<file path="src/rtl/merge_stream_rr_pkg.sv">
// Shared constants and types for the round-robin packet merger.
// Port count, port-index width and the two-state FSM encoding.
package merge_stream_rr_pkg;

  localparam int NUM_PORTS = 4;
  localparam int PORT_W    = 2;

  typedef logic [0:0] state_t;

  localparam state_t ST_IDLE = 1'b0;
  localparam state_t ST_BUSY = 1'b1;

  function automatic logic [PORT_W-1:0] port_inc(
    input logic [PORT_W-1:0] p
  );
    return PORT_W'(p + 1'b1);
  endfunction

endpackage

</file>
<file path="src/rtl/merge_stream_obuf.sv">
// Two-entry valid/ready skid buffer on the merged output.
// in_ready depends only on local state, never on out_ready.
module merge_stream_obuf #(
  parameter int W = 19
) (
  input  logic         clk,
  input  logic         reset_n,
  input  logic         clear,
  input  logic         in_valid,
  output logic         in_ready,
  input  logic [W-1:0] in_data,
  output logic         out_valid,
  input  logic         out_ready,
  output logic [W-1:0] out_data
);

  logic         head_v;
  logic         skid_v;
  logic [W-1:0] head_d;
  logic [W-1:0] skid_d;
  logic         push;
  logic         pop;

  assign in_ready  = !skid_v;
  assign push      = in_valid && in_ready;
  assign pop       = head_v && out_ready;
  assign out_valid = head_v;
  assign out_data  = head_d;

  always_ff @(posedge clk or negedge reset_n) begin
    if (!reset_n) begin
      head_v <= 1'b0;
      skid_v <= 1'b0;
      head_d <= '0;
      skid_d <= '0;
    end else if (clear) begin
      head_v <= 1'b0;
      skid_v <= 1'b0;
    end else if (pop) begin
      if (skid_v) begin
        head_d <= skid_d;
        skid_v <= 1'b0;
      end else begin
        head_v <= push;
        if (push) head_d <= in_data;
      end
    end else if (push) begin
      // skid only fills when the head is stalled
      if (!head_v) begin
        head_v <= 1'b1;
        head_d <= in_data;
      end else begin
        skid_v <= 1'b1;
        skid_d <= in_data;
      end
    end
  end

endmodule

</file>
<file path="src/rtl/merge_stream_rr.sv">
// Four-input packet merger with round-robin arbitration.
// Locks onto one port per packet; releases on the tlast beat.
module merge_stream_rr
  import merge_stream_rr_pkg::*;
#(
  parameter int                   WIDTH       = 16,
  parameter logic [NUM_PORTS-1:0] ACTIVE_MASK = 4'b1111
) (
  input  logic             clk,
  input  logic             reset_n,
  input  logic             clear,
  input  logic [WIDTH-1:0] i0_tdata,
  input  logic             i0_tlast,
  input  logic             i0_tvalid,
  output logic             i0_tready,
  input  logic [WIDTH-1:0] i1_tdata,
  input  logic             i1_tlast,
  input  logic             i1_tvalid,
  output logic             i1_tready,
  input  logic [WIDTH-1:0] i2_tdata,
  input  logic             i2_tlast,
  input  logic             i2_tvalid,
  output logic             i2_tready,
  input  logic [WIDTH-1:0] i3_tdata,
  input  logic             i3_tlast,
  input  logic             i3_tvalid,
  output logic             i3_tready,
  output logic [WIDTH-1:0] o_tdata,
  output logic             o_tlast,
  output logic             o_tvalid,
  input  logic             o_tready,
  output logic [1:0]       o_src
);

  localparam int BW = WIDTH + PORT_W + 1;

  logic [NUM_PORTS-1:0] in_valid;
  logic [NUM_PORTS-1:0] in_last;
  logic [WIDTH-1:0]     in_data [NUM_PORTS];
  logic [NUM_PORTS-1:0] rdy;

  state_t              state;
  logic [PORT_W-1:0]   grant;
  logic [PORT_W-1:0]   rr_ptr;
  logic [PORT_W-1:0]   pick;
  logic                found;
  logic                busy;
  logic                sel_valid;
  logic                sel_last;
  logic                buf_ready;
  logic                push;
  logic [BW-1:0]       buf_in;
  logic [BW-1:0]       buf_out;

  // inactive ports are masked here so they can never win
  assign in_valid = {i3_tvalid, i2_tvalid, i1_tvalid, i0_tvalid}
                  & ACTIVE_MASK;
  assign in_last  = {i3_tlast, i2_tlast, i1_tlast, i0_tlast};
  assign in_data[0] = i0_tdata;
  assign in_data[1] = i1_tdata;
  assign in_data[2] = i2_tdata;
  assign in_data[3] = i3_tdata;

  always_comb begin
    logic [PORT_W-1:0] idx;
    found = 1'b0;
    pick  = rr_ptr;
    idx   = rr_ptr;
    for (int i = 0; i < NUM_PORTS; i++) begin
      idx = PORT_W'(rr_ptr + PORT_W'(i));
      if (!found && in_valid[idx]) begin
        found = 1'b1;
        pick  = idx;
      end
    end
  end

  assign busy      = (state == ST_BUSY);
  assign sel_valid = in_valid[grant];
  assign sel_last  = in_last[grant];
  assign push      = busy && sel_valid && buf_ready;
  assign buf_in    = {grant, sel_last, in_data[grant]};

  always_comb begin
    rdy = '0;
    for (int k = 0; k < NUM_PORTS; k++) begin
      rdy[k] = busy && (grant == PORT_W'(k))
             && buf_ready && ACTIVE_MASK[k];
    end
  end

  assign i0_tready = rdy[0];
  assign i1_tready = rdy[1];
  assign i2_tready = rdy[2];
  assign i3_tready = rdy[3];

  always_ff @(posedge clk or negedge reset_n) begin
    if (!reset_n) begin
      state  <= ST_IDLE;
      grant  <= '0;
      rr_ptr <= '0;
    end else if (clear) begin
      state  <= ST_IDLE;
      grant  <= '0;
      rr_ptr <= '0;
    end else begin
      unique case (1'b1)
        (state == ST_IDLE): begin
          if (found) begin
            grant <= pick;
            state <= ST_BUSY;
          end
        end
        (state == ST_BUSY): begin
          if (push && sel_last) begin
            state  <= ST_IDLE;
            rr_ptr <= port_inc(grant);
          end
        end
        default: state <= ST_IDLE;
      endcase
    end
  end

  merge_stream_obuf #(
    .W (BW)
  ) u_obuf (
    .clk       (clk),
    .reset_n   (reset_n),
    .clear     (clear),
    .in_valid  (busy && sel_valid),
    .in_ready  (buf_ready),
    .in_data   (buf_in),
    .out_valid (o_tvalid),
    .out_ready (o_tready),
    .out_data  (buf_out)
  );

  assign o_src   = buf_out[BW-1 -: PORT_W];
  assign o_tlast = buf_out[WIDTH];
  assign o_tdata = buf_out[WIDTH-1:0];

endmodule

</file>
<file path="config.mk">
export PLATFORM = sky130hd
export DESIGN_NAME = merge_stream_rr
export DESIGN_NICKNAME = d
export VERILOG_FILES = /design/src/rtl/merge_stream_rr_pkg.sv /design/src/rtl/merge_stream_obuf.sv /design/src/rtl/merge_stream_rr.sv
export SDC_FILE = /design/constraint.sdc
export NUM_CORES = 1
export LEC_CHECK = 0
export BUFFER_PORTS_ARGS = -buffer_cell sky130_fd_sc_hd__buf_2
export CORE_UTILIZATION = 49
export DETAILED_ROUTE_END_ITERATION = 16
export GPL_TIMING_DRIVEN = 1
export MAX_ROUTING_LAYER = met4
export PLACE_DENSITY = 0.9
export SLEW_MARGIN = 20
export SYNTH_ARGS = -nofsm -noshare
export SYNTH_HDL_FRONTEND = slang
export SYNTH_SLANG_ARGS = --single-unit
</file>
<file path="constraint.sdc">
create_clock -name clk -period 2.65 [get_ports clk]
set_clock_uncertainty 0.15 [all_clocks]
set_input_delay 0.265 -clock clk [delete_from_list [all_inputs] [get_ports clk]]
set_output_delay 0.265 -clock clk [all_outputs]
set_load 0.005 [all_outputs]
</file>
After elaboration in Yosys (flattened, before gate mapping)
Cells that the tools add are included.

Add/subtract/negate cells: 4. Multiplexer cells: 45. Multipliers: 0. Divide/modulo/power cells: 0. Bitwise operators: 4. Equality and inequality tests: 6. $lt $le $gt $ge: 6. Reductions and logical operators: 33. Shift-type cells: 0.

Operator list (number): 19-bit two-way mux (5); 16-bit binary-select mux with 2-bit select (1); 16-bit two-way mux (2); 1-bit two-way mux (21); 2-bit two-way mux (9); 1-bit logical AND (15); 2-bit by 3-bit < comparator with 1-bit output, second input constant (5); 1-bit binary-select mux with 2-bit select (6); 2-bit nonzero test (5); 2-bit AND reduction (4); 4-bit AND reduction (2); 3-bit nonzero test (2); 2-bit by 1-bit adder with 2-bit output, second input constant (2); 2-bit adder, second input constant (2); 2-bit equality test, second input constant (2); 1-bit zero test (4); 2-bit != test, second input constant (2); 3-bit greater-or-equal comparator, second input constant (1); 3-bit != test, second input constant (1); 1-bit inverter (3); 2-bit inverter with 3-bit output (1); 2-bit by 1-bit equality test with 1-bit output, second input constant (1); 2-bit zero test (1); 1-bit case mux with 2 select lines (1).

Bits in latches: 0. Input bits: 76. Memories: 0. ROM bits: 0. RAM bits: 0. Output and inout bits: 24. Flip-flop bits (word level): 45.

Depth between registers and ports, before layout
Gate-level depths: netlist of the first run.

Depth after elaboration: 15. Mapped depth: 7.

Modules after synthesis
Synthesis of the first run repeated with hierarchy kept, for this count alone.

Cells, all modules: 181. Area, all modules: 2636.3 µm².

Modules (own cells, without submodules): merge_stream_obuf (instances 1, seq. area each 1001.0 µm², cells each 113, area an instance 1771.7 µm²); merge_stream_rr (instances 1, seq. area each 125.1 µm², cells each 68, area an instance 864.6 µm²).

Worst setup path after synthesis of the first run
No wires, ideal clock.

Path kind: register to register. From: reg grant[0]. To: reg u_obuf.skid_d[10]. Data required time: 2375 ps. Arrival time: 1713 ps. Setup slack: 662 ps. Stages on the path, launching flop included: 7. Cell sequence: dfrtp_1 -> or3b_4 -> o22ai_2 -> nand4b_1 -> buf_6 -> buf_12 -> mux2_4.

Cells in the longest elaborated chain, start to end: 5. Elaborated cells on any way between the ends: 9. Classes of those cells: 5 x mux; 1 x bitwise; 3 x reduce/logical.

RTL lines: start: declaration (RTL line merge_stream_rr.sv:43) `logic [PORT_W-1:0] grant;`; start signal: assignment (RTL line merge_stream_rr.sv:110) `grant <= pick;`; 1-bit binary-select mux with 2-bit select (RTL line merge_stream_rr.sv:79) `assign sel_valid = in_valid[grant];`; 1-bit two-way mux (implied by the code) (RTL line merge_stream_rr.sv:79); 1-bit logical AND (RTL line merge_stream_rr.sv:131) `.in_valid (busy && sel_valid),`; 1-bit logical AND (RTL line merge_stream_obuf.sv:25) `assign push = in_valid && in_ready;`; 4-bit AND reduction (no source line); end signal: assignment (RTL line merge_stream_obuf.sv:54) `skid_d <= in_data;`; end: declaration (RTL line merge_stream_obuf.sv:20) `logic [W-1:0] skid_d;`.

Several ways; a longest one is shown, not always the timed one. The select of a mux whose other input is x is not followed. A chain may end at the register's enable or synchronous reset.

Worst setup path in the final report of the first run
From: reg state, in the netlist busy. To: reg u_obuf.skid_d[14].

Cells in the longest elaborated chain, start to end: 3.

RTL lines: start: declaration (RTL line merge_stream_rr.sv:42) `state_t state;`; start signal: assignment (RTL line merge_stream_rr.sv:99) `state <= ST_IDLE;`; start signal: assignment (RTL line merge_stream_rr.sv:103) `state <= ST_IDLE;`; start signal: assignment (RTL line merge_stream_rr.sv:111) `state <= ST_BUSY;`; 1-bit logical AND (RTL line merge_stream_rr.sv:131); 1-bit logical AND (RTL line merge_stream_obuf.sv:25); 4-bit AND reduction (no source line).

No other way between the ends.

==> implementation parameters, run 1 <==
Parameter                              Value

Clock tree
  Total clock sinks    45
  Root buf cell    sky130_fd_sc_hd__clkbuf_8
  Maximum buffer depth of the clock tree    2
  Clk pin slew, worst setup/hold paths    ~0.08 ns
  CTS H-Tree Depth    2
  Source-to-sink clock delay at the later pin of the worst-skew pair    approximately 0.3 ns
  Number of buffers created by CTS    5
  Number of instances resized during post-cts repair    0
  Clock tree from TritonCTS    built
  Setup fix buffers added after clock tree synthesis    0

Pwr
  PD cells    635 mW/mm²
  Leakage Power    1.50 nW
  Highest ir drop seen on vdd    0.381 mV

Synth
  Synthesized-area fraction occupied by xor and xnor cells    0
  Multiplexer fraction of the synthesized cell area    0.261
  Summed instance area of the synthesized netlist    about 0.0025 mm²
  Simple-gate area share of the yosys netlist    0.0593
  Post-synthesis register bit count    45
  Largest family of logic cells by synthesized area    multiplexers
  Part of the Yosys area used for sequential elements    0.448
  Fraction of synthesized cell area taken by the top area cell type    0.448
  Top area cells in the synthesized netlist    sky130_fd_sc_hd__dfrtp_1, sky130_fd_sc_hd__mux4_2, sky130_fd_sc_hd__a2bb2oi_1
  Cell accounting for the most synthesized area    sky130_fd_sc_hd__dfrtp_1
  Synth Net Count    between 200 and 300
  Number of instances in the synthesized netlist    190
  Yosys warns    0
  Fraction of the mapped netlist area in adder cells    0.0199
  Unique masters post-synth    35
  Average cell area after synthesis    between 10 and 15 µm²
  Synthesized-area fraction occupied by ao, oa, aoi and oai cells    0.172

Layout
  Count of inserted antenna diode cells    0
  Most used cells in the layout excluding fill and tap cells    sky130_fd_sc_hd__buf_2, sky130_fd_sc_hd__dfrtp_1, sky130_fd_sc_hd__o22ai_1
  Number of nets in the layout    between 300 and 400
  Layout overhead on the synthesized area    25.9%
  Most frequent standard cell in the layout excluding fill and tap cells    sky130_fd_sc_hd__buf_2
  Register Area    0.00113 mm²
  Filler cells    about 390
  Fraction of final layout cells sized beyond drive strength 1    0.529
  Multi-input gate area    0.00129 mm²

Die
  Die Area    0.00541 mm²
  Standard cell core area    between 0.004 and 0.005 mm²
  Cell Rows    25
  Die X-Extent    approximately 74 µm
  Initial core utilization    0.521
  Die Y    between 70 and 80 µm
  Number of I/O pins    100

GRT
  Vias in the first global route    about 2100
  Largest net degree at the start of global routing    46
  Overall track demand over capacity in global routing    0.242
  Initial antenna violation count    0
  First-pass GRT wire length    roughly 9400 µm
  GRT Residual Overflow    0

Placement
  Half-perimeter wire length of the detailed placement result    around 4400 µm
  Number of port buffers    99
  Routability Congestion    0.803

Hold path
  Classification of the worst-slack hold path    in -> reg
  WHS Path Cells    2
  Hold Crit Endpoint    u_obuf.skid_v
  Worst Min Path Start    o_tready

Setup path
  Internal reg-to-reg setup slack    between 0.3 and 0.4 ns
  Endpoint of the worst register-to-register path    u_obuf.skid_d[14]
  Arr. time, crit path    approximately 2.4 ns
  Worst Setup End Kind    flip-flop
  Startpoint types    flip-flop
  Launching point of the worst reg2reg path    busy
  Required time at the endpoint of the critical path    2.69 ns
  Startpoint-to-endpoint class of the critical path    reg -> reg
  Number of cell instances on the worst register-to-register path    5
  Max FO, Critical Path    7

STA
  Count of endpoints failing hold in the final timing report    0
  Highest clock rate    between 0.4 and 0.5 GHz
  Worst Hold Margin    between 0.05 and 0.06 ns
  Max-slew headroom at the worst pin    0.626
  Minimum clock period    roughly 2.3 ns
  Endpoints failing setup    0
  Number of max-slew violations in the final report    0
  Share of the cycle needed by the critical path after routing    0.880
  Setup repair after global routing missed its margin    no
  Worst slew pin tran    around 0.56 ns
  Setup Total Neg Slack    0 ns

Route
  Wire length after detailed routing    ~6000 µm
  Via count of the routed design    ~2100
  Number of optimization iterations in the first detailed-route pass    4
  Post-DR wirelength/cell    16.8 µm
  Via density    about 6
  Number of nets with antenna violations after detailed routing    0
  Number of design-rule violations left by the first detailed-router iteration    139
  DRC    0

Job
  Reported max-cap violation count    0

Outcome
  Outcome    complete, no violations
## per-stage QoR
step | std cells | util | total power [mW] | area (µm²) | setup slack (ns)
floorplan | 190 | - | 1.34 | 2510 | 0.662
global placement | 349 | 0.637 | 1.58 | 3070 | 0.440
detailed placement | 349 | 0.637 | 1.61 | 3070 | 0.344
CTS | 358 | 0.656 | 2.02 | 3160 | 0.334
global route | 358 | 0.656 | 2.13 | 3160 | 0.201
finish | 358 | 0.656 | 2.01 | 3160 | 0.317
## report_power, final
part / switching (mW) / total (mW) / internal [mW]
registers: 0.113 / 0.983 / 0.869
clock network: 0.221 / 0.403 / 0.183
logic: 0.251 / 0.620 / 0.369
total: 0.585 / 2.01 / 1.42
## routing by layer
layer | part of all wire | wire length, µm | vias to the layer above | GRT usage
met5 | 0 | 0 | - | -
met4 | 0.010 | 62 | 0 | 0.0748
met3 | 0.072 | 432 | 9 | 0.0604
met2 | 0.50 | 2990 | 98 | 0.384
met1 | 0.42 | 2510 | 1063 | 0.306
li1 | - | - | 957 | -
## cell type report
type | instances | area share
clock inverter | 2 | 0.00317
tap | 67 | 0.0265
multi-input combinational | 127 | 0.408
inverter | 3 | 0.00356
clock buffer | 6 | 0.0230
timing repair buffer | 108 | 0.180
sequential | 45 | 0.356
## logic make-up (layout without fill, tap and decap cells)
| group | count (synthesis) | in the layout |
|---|---|---|
| AOI/OAI and AO/OA | 60 | 60 |
| DFF | 45 | 45 |
| muxes | 38 | 38 |
| and+or+nand+nor | 25 | 25 |
| buffers and inverters | 18 | 119 |
| adders and majority gates | 4 | 4 |
## cell usage after synthesis (all sizes together)
cell	number
dfrtp	45
o22ai	22
mux2	19
a2bb2oi	18
mux4	17
a21oi	8
clkbuf	8
buf	7
and2	5
nor2	5
o21ai	5
ha	4
nor2b	4
a211oi	3
inv	3
a21boi	2
mux2i	2
nand2	2
nand4b	2
and2b	1
nand2b	1
nand3	1
nand3b	1
nor3	1
nor4	1
o2111ai	1
o22a	1
or3b	1
## worst max path at each step
stage | endpoint | startpoint | cells past startpoint | slack, ns
floorplan | u_obuf.skid_d[10] | grant[0] | 6 | 0.66
global route | u_obuf.skid_d[14] | busy | 5 | 0.20
CTS | u_obuf.skid_d[14] | busy | 5 | 0.33
detailed placement | u_obuf.skid_d[16] | busy | 5 | 0.34
finish | u_obuf.skid_d[14] | busy | 5 | 0.32
global placement | u_obuf.skid_d[13] | busy | 5 | 0.44
## critical path, stage by stage (launching register included)
cell                       delay (ns)
sky130_fd_sc_hd__dfrtp_1         0.43
sky130_fd_sc_hd__or3b_4          0.42
sky130_fd_sc_hd__o22ai_2         0.20
sky130_fd_sc_hd__nand4b_1        0.39
sky130_fd_sc_hd__buf_4           0.33
sky130_fd_sc_hd__mux2_4          0.31
## state kept, by name (all words and copies together) (netlist names)
| signal | flops |
|---|---|
| u_obuf.out_data | 19 |
| u_obuf.skid_d | 19 |
| u_obuf.skid_v | 1 |
| u_obuf.out_valid | 1 |
| busy | 1 |
| rr_ptr | 2 |
| grant | 2 |
## repair_timing
action,in CTS,in global routing
hold buffers,1,0
endpoints found under the hold margin,3,0
endpoints found under the setup margin,0,0
Note: power is estimated with default switching activity, not from simulation.
==> run 2, diff against run 1 <==
--- a/config.mk
+++ b/config.mk
@@ -6,7 +6,9 @@
 export NUM_CORES = 1
 export LEC_CHECK = 0
 export BUFFER_PORTS_ARGS = -buffer_cell sky130_fd_sc_hd__buf_2
-export CORE_UTILIZATION = 49
+export CELL_PAD_IN_SITES_DETAIL_PLACEMENT = 0
+export CELL_PAD_IN_SITES_GLOBAL_PLACEMENT = 1
+export CORE_UTILIZATION = 38
 export DETAILED_ROUTE_END_ITERATION = 16
 export GPL_TIMING_DRIVEN = 1
 export MAX_ROUTING_LAYER = met4
==> run 2 against run 1 <==
Compared with the run above: first-iteration DRC count decreased by 35%; sequential power decreased by 0.4%; global-route usage decreased by 5.2 points.
==> implementation parameters, run 2 (synthesized netlist as in run 1, its figures left out) <==
Parameter                              Value

Layout
  Most used cells in the layout excluding fill and tap cells    sky130_fd_sc_hd__buf_2, sky130_fd_sc_hd__dfrtp_1, sky130_fd_sc_hd__o22ai_1
  Number of nets in the layout    369
  Most frequent standard cell in the layout excluding fill and tap cells    sky130_fd_sc_hd__buf_2
  Layout overhead on the synthesized area    26.9%
  Count of inserted antenna diode cells    0
  Filler cells    572
  Fraction of final layout cells sized beyond drive strength 1    0.531

Pwr
  Highest ir drop seen on vdd    about 0.36 mV
  PnR Total Power    a little over 2 mW
  Leakage Power    between 1.5 and 2 nW
  PD cells    about 650 mW/mm²

STA
  Max-slew headroom at the worst pin    0.609
  Highest clock rate    approximately 0.45 GHz
  Setup repair after global routing missed its margin    no
  Number of max-slew violations in the final report    0
  Worst slew pin tran    ~0.58 ns
  Count of endpoints failing hold in the final timing report    0
  Setup Total Neg Slack    0 ns
  Minimum clock period    about 2.2 ns
  Endpoints failing setup    0
  Share of the cycle needed by the critical path after routing    0.833

Clock tree
  Setup fix buffers added after clock tree synthesis    0
  Number of buffers created by CTS    5
  Total clock sinks    between 40 and 50
  Root buf cell    sky130_fd_sc_hd__clkbuf_8
  Clk pin slew, worst setup/hold paths    around 0.080 ns
  CTS H-Tree Depth    2
  Clock tree from TritonCTS    built
  Source-to-sink clock delay at the later pin of the worst-skew pair    just under 0.3 ns
  Maximum buffer depth of the clock tree    2

Route
  DRC    0
  Via count of the routed design    between 2000 and 2500
  Post-DR wirelength/cell    roughly 17 µm
  Wire length after detailed routing    approximately 6200 µm
  Via density    5.62
  Number of nets with antenna violations after detailed routing    0
  Number of design-rule violations left by the first detailed-router iteration    91
  Number of optimization iterations in the first detailed-route pass    4

Setup path
  Endpoint of the worst register-to-register path    u_obuf.out_data[3]
  Crit-path leading delay family    compound AO/OA/AOI/OAI gates
  Buf+Inv Stages, Crit Path    1
  Max FO, Critical Path    24
  Required time at the endpoint of the critical path    2.71 ns
  Number of cell instances on the worst register-to-register path    5
  Worst Setup End Kind    flip-flop
  Ordered list of cells on the worst path    buf_4 -> nand3b_1 -> o22a_1 -> a21boi_4 -> a2bb2oi_1
  Critical path's slowest cell    sky130_fd_sc_hd__a21boi_4
  Internal reg-to-reg setup slack    0.44 ns
  Launching point of the worst reg2reg path    grant[0]
  Arr. time, crit path    2.26 ns
  Startpoint-to-endpoint class of the critical path    reg -> reg
  Largest incremental delay on the critical path    roughly 0.5 ns
  Startpoint types    flip-flop

Hold path
  Classification of the worst-slack hold path    in -> reg
  Hold Crit Endpoint    u_obuf.skid_v
  Worst Min Path Start    o_tready
  WHS Path Cells    2

Die
  Die Y    about 83 µm
  Number of I/O pins    100
  Cell Rows    29
  Die X-Extent    approximately 83 µm
  Die Area    about 0.0069 mm²
  Initial core utilization    0.395
  Standard cell core area    about 0.0063 mm²

Placement
  Number of port buffers    99
  Routability Congestion    roughly 0.76
  Half-perimeter wire length of the detailed placement result    ~4400 µm

GRT
  Vias in the first global route    2116
  Largest net degree at the start of global routing    46
  Overall track demand over capacity in global routing    0.189
  GRT Residual Overflow    0
  Initial antenna violation count    0
  First-pass GRT wire length    about 10000 µm

Outcome
  Outcome    complete, no violations

Job
  Reported max-cap violation count    0
==> run 2: what timing repair did <==
| action | CTS | global route |
|---|---|---|
| hold buffers | 0 | 1 |
| setup endpoints to repair | 0 | 0 |
| endpoints found under the hold margin | 0 | 45 |
| gates resized for setup | 0 | 0 |
==> run 2: worst max path at each step <==
stage,start,endpoint,slack (ns),cells after the start
after CTS,grant[0],u_obuf.out_data[3],0.44,5
after floorplan,grant[0],u_obuf.skid_d[10],0.66,6
final,grant[0],u_obuf.out_data[3],0.44,5
after global routing,grant[0],u_obuf.out_data[3],0.25,5
after global placement,grant[0],u_obuf.out_data[5],0.56,5
after detailed placement,grant[0],u_obuf.out_data[3],0.46,5
==> run 2: final cells by class <==
class                           count  area, µm²  area share
Clock buffer                        7       96.3      0.0302
Clock inverter                      1       5.00     0.00157
Inverter                            3       11.3     0.00353
Multi-Input combinational cell    127       1290       0.405
Sequential cell                    45       1130       0.353
Tap cell                           77       96.3      0.0302
Timing Repair Buffer              107        561       0.176
==> run 2: metal layers <==
metal  up-vias  track usage  share of wire
met5         -            -              0
li1        949            -              -
met4         0       0.0376         0.0052
met1      1034        0.241           0.44
met3         3       0.0398          0.060
met2        76        0.314           0.50
==> run 2: report_power, final <==
part / switching (mW) / total [mW] / internal (mW)
Combinational: 0.253 / 0.620 / 0.367
Clock: 0.229 / 0.465 / 0.236
Sequential: 0.110 / 0.979 / 0.869
Total: 0.593 / 2.06 / 1.47
==> run 2: through the flow <==
step / hold WS [ns] / util / setup slack (ns) / instances / instance area, µm²
floorplan: -0.181 / - / 0.662 / 190 / 2510
global placement: 0.329 / 0.484 / 0.556 / 358 / 3070
detailed placement: 0.337 / 0.484 / 0.463 / 358 / 3070
CTS: 0.0133 / 0.500 / 0.440 / 366 / 3170
global route: 0.0407 / 0.502 / 0.249 / 367 / 3190
finish: 0.0313 / 0.502 / 0.443 / 367 / 3190
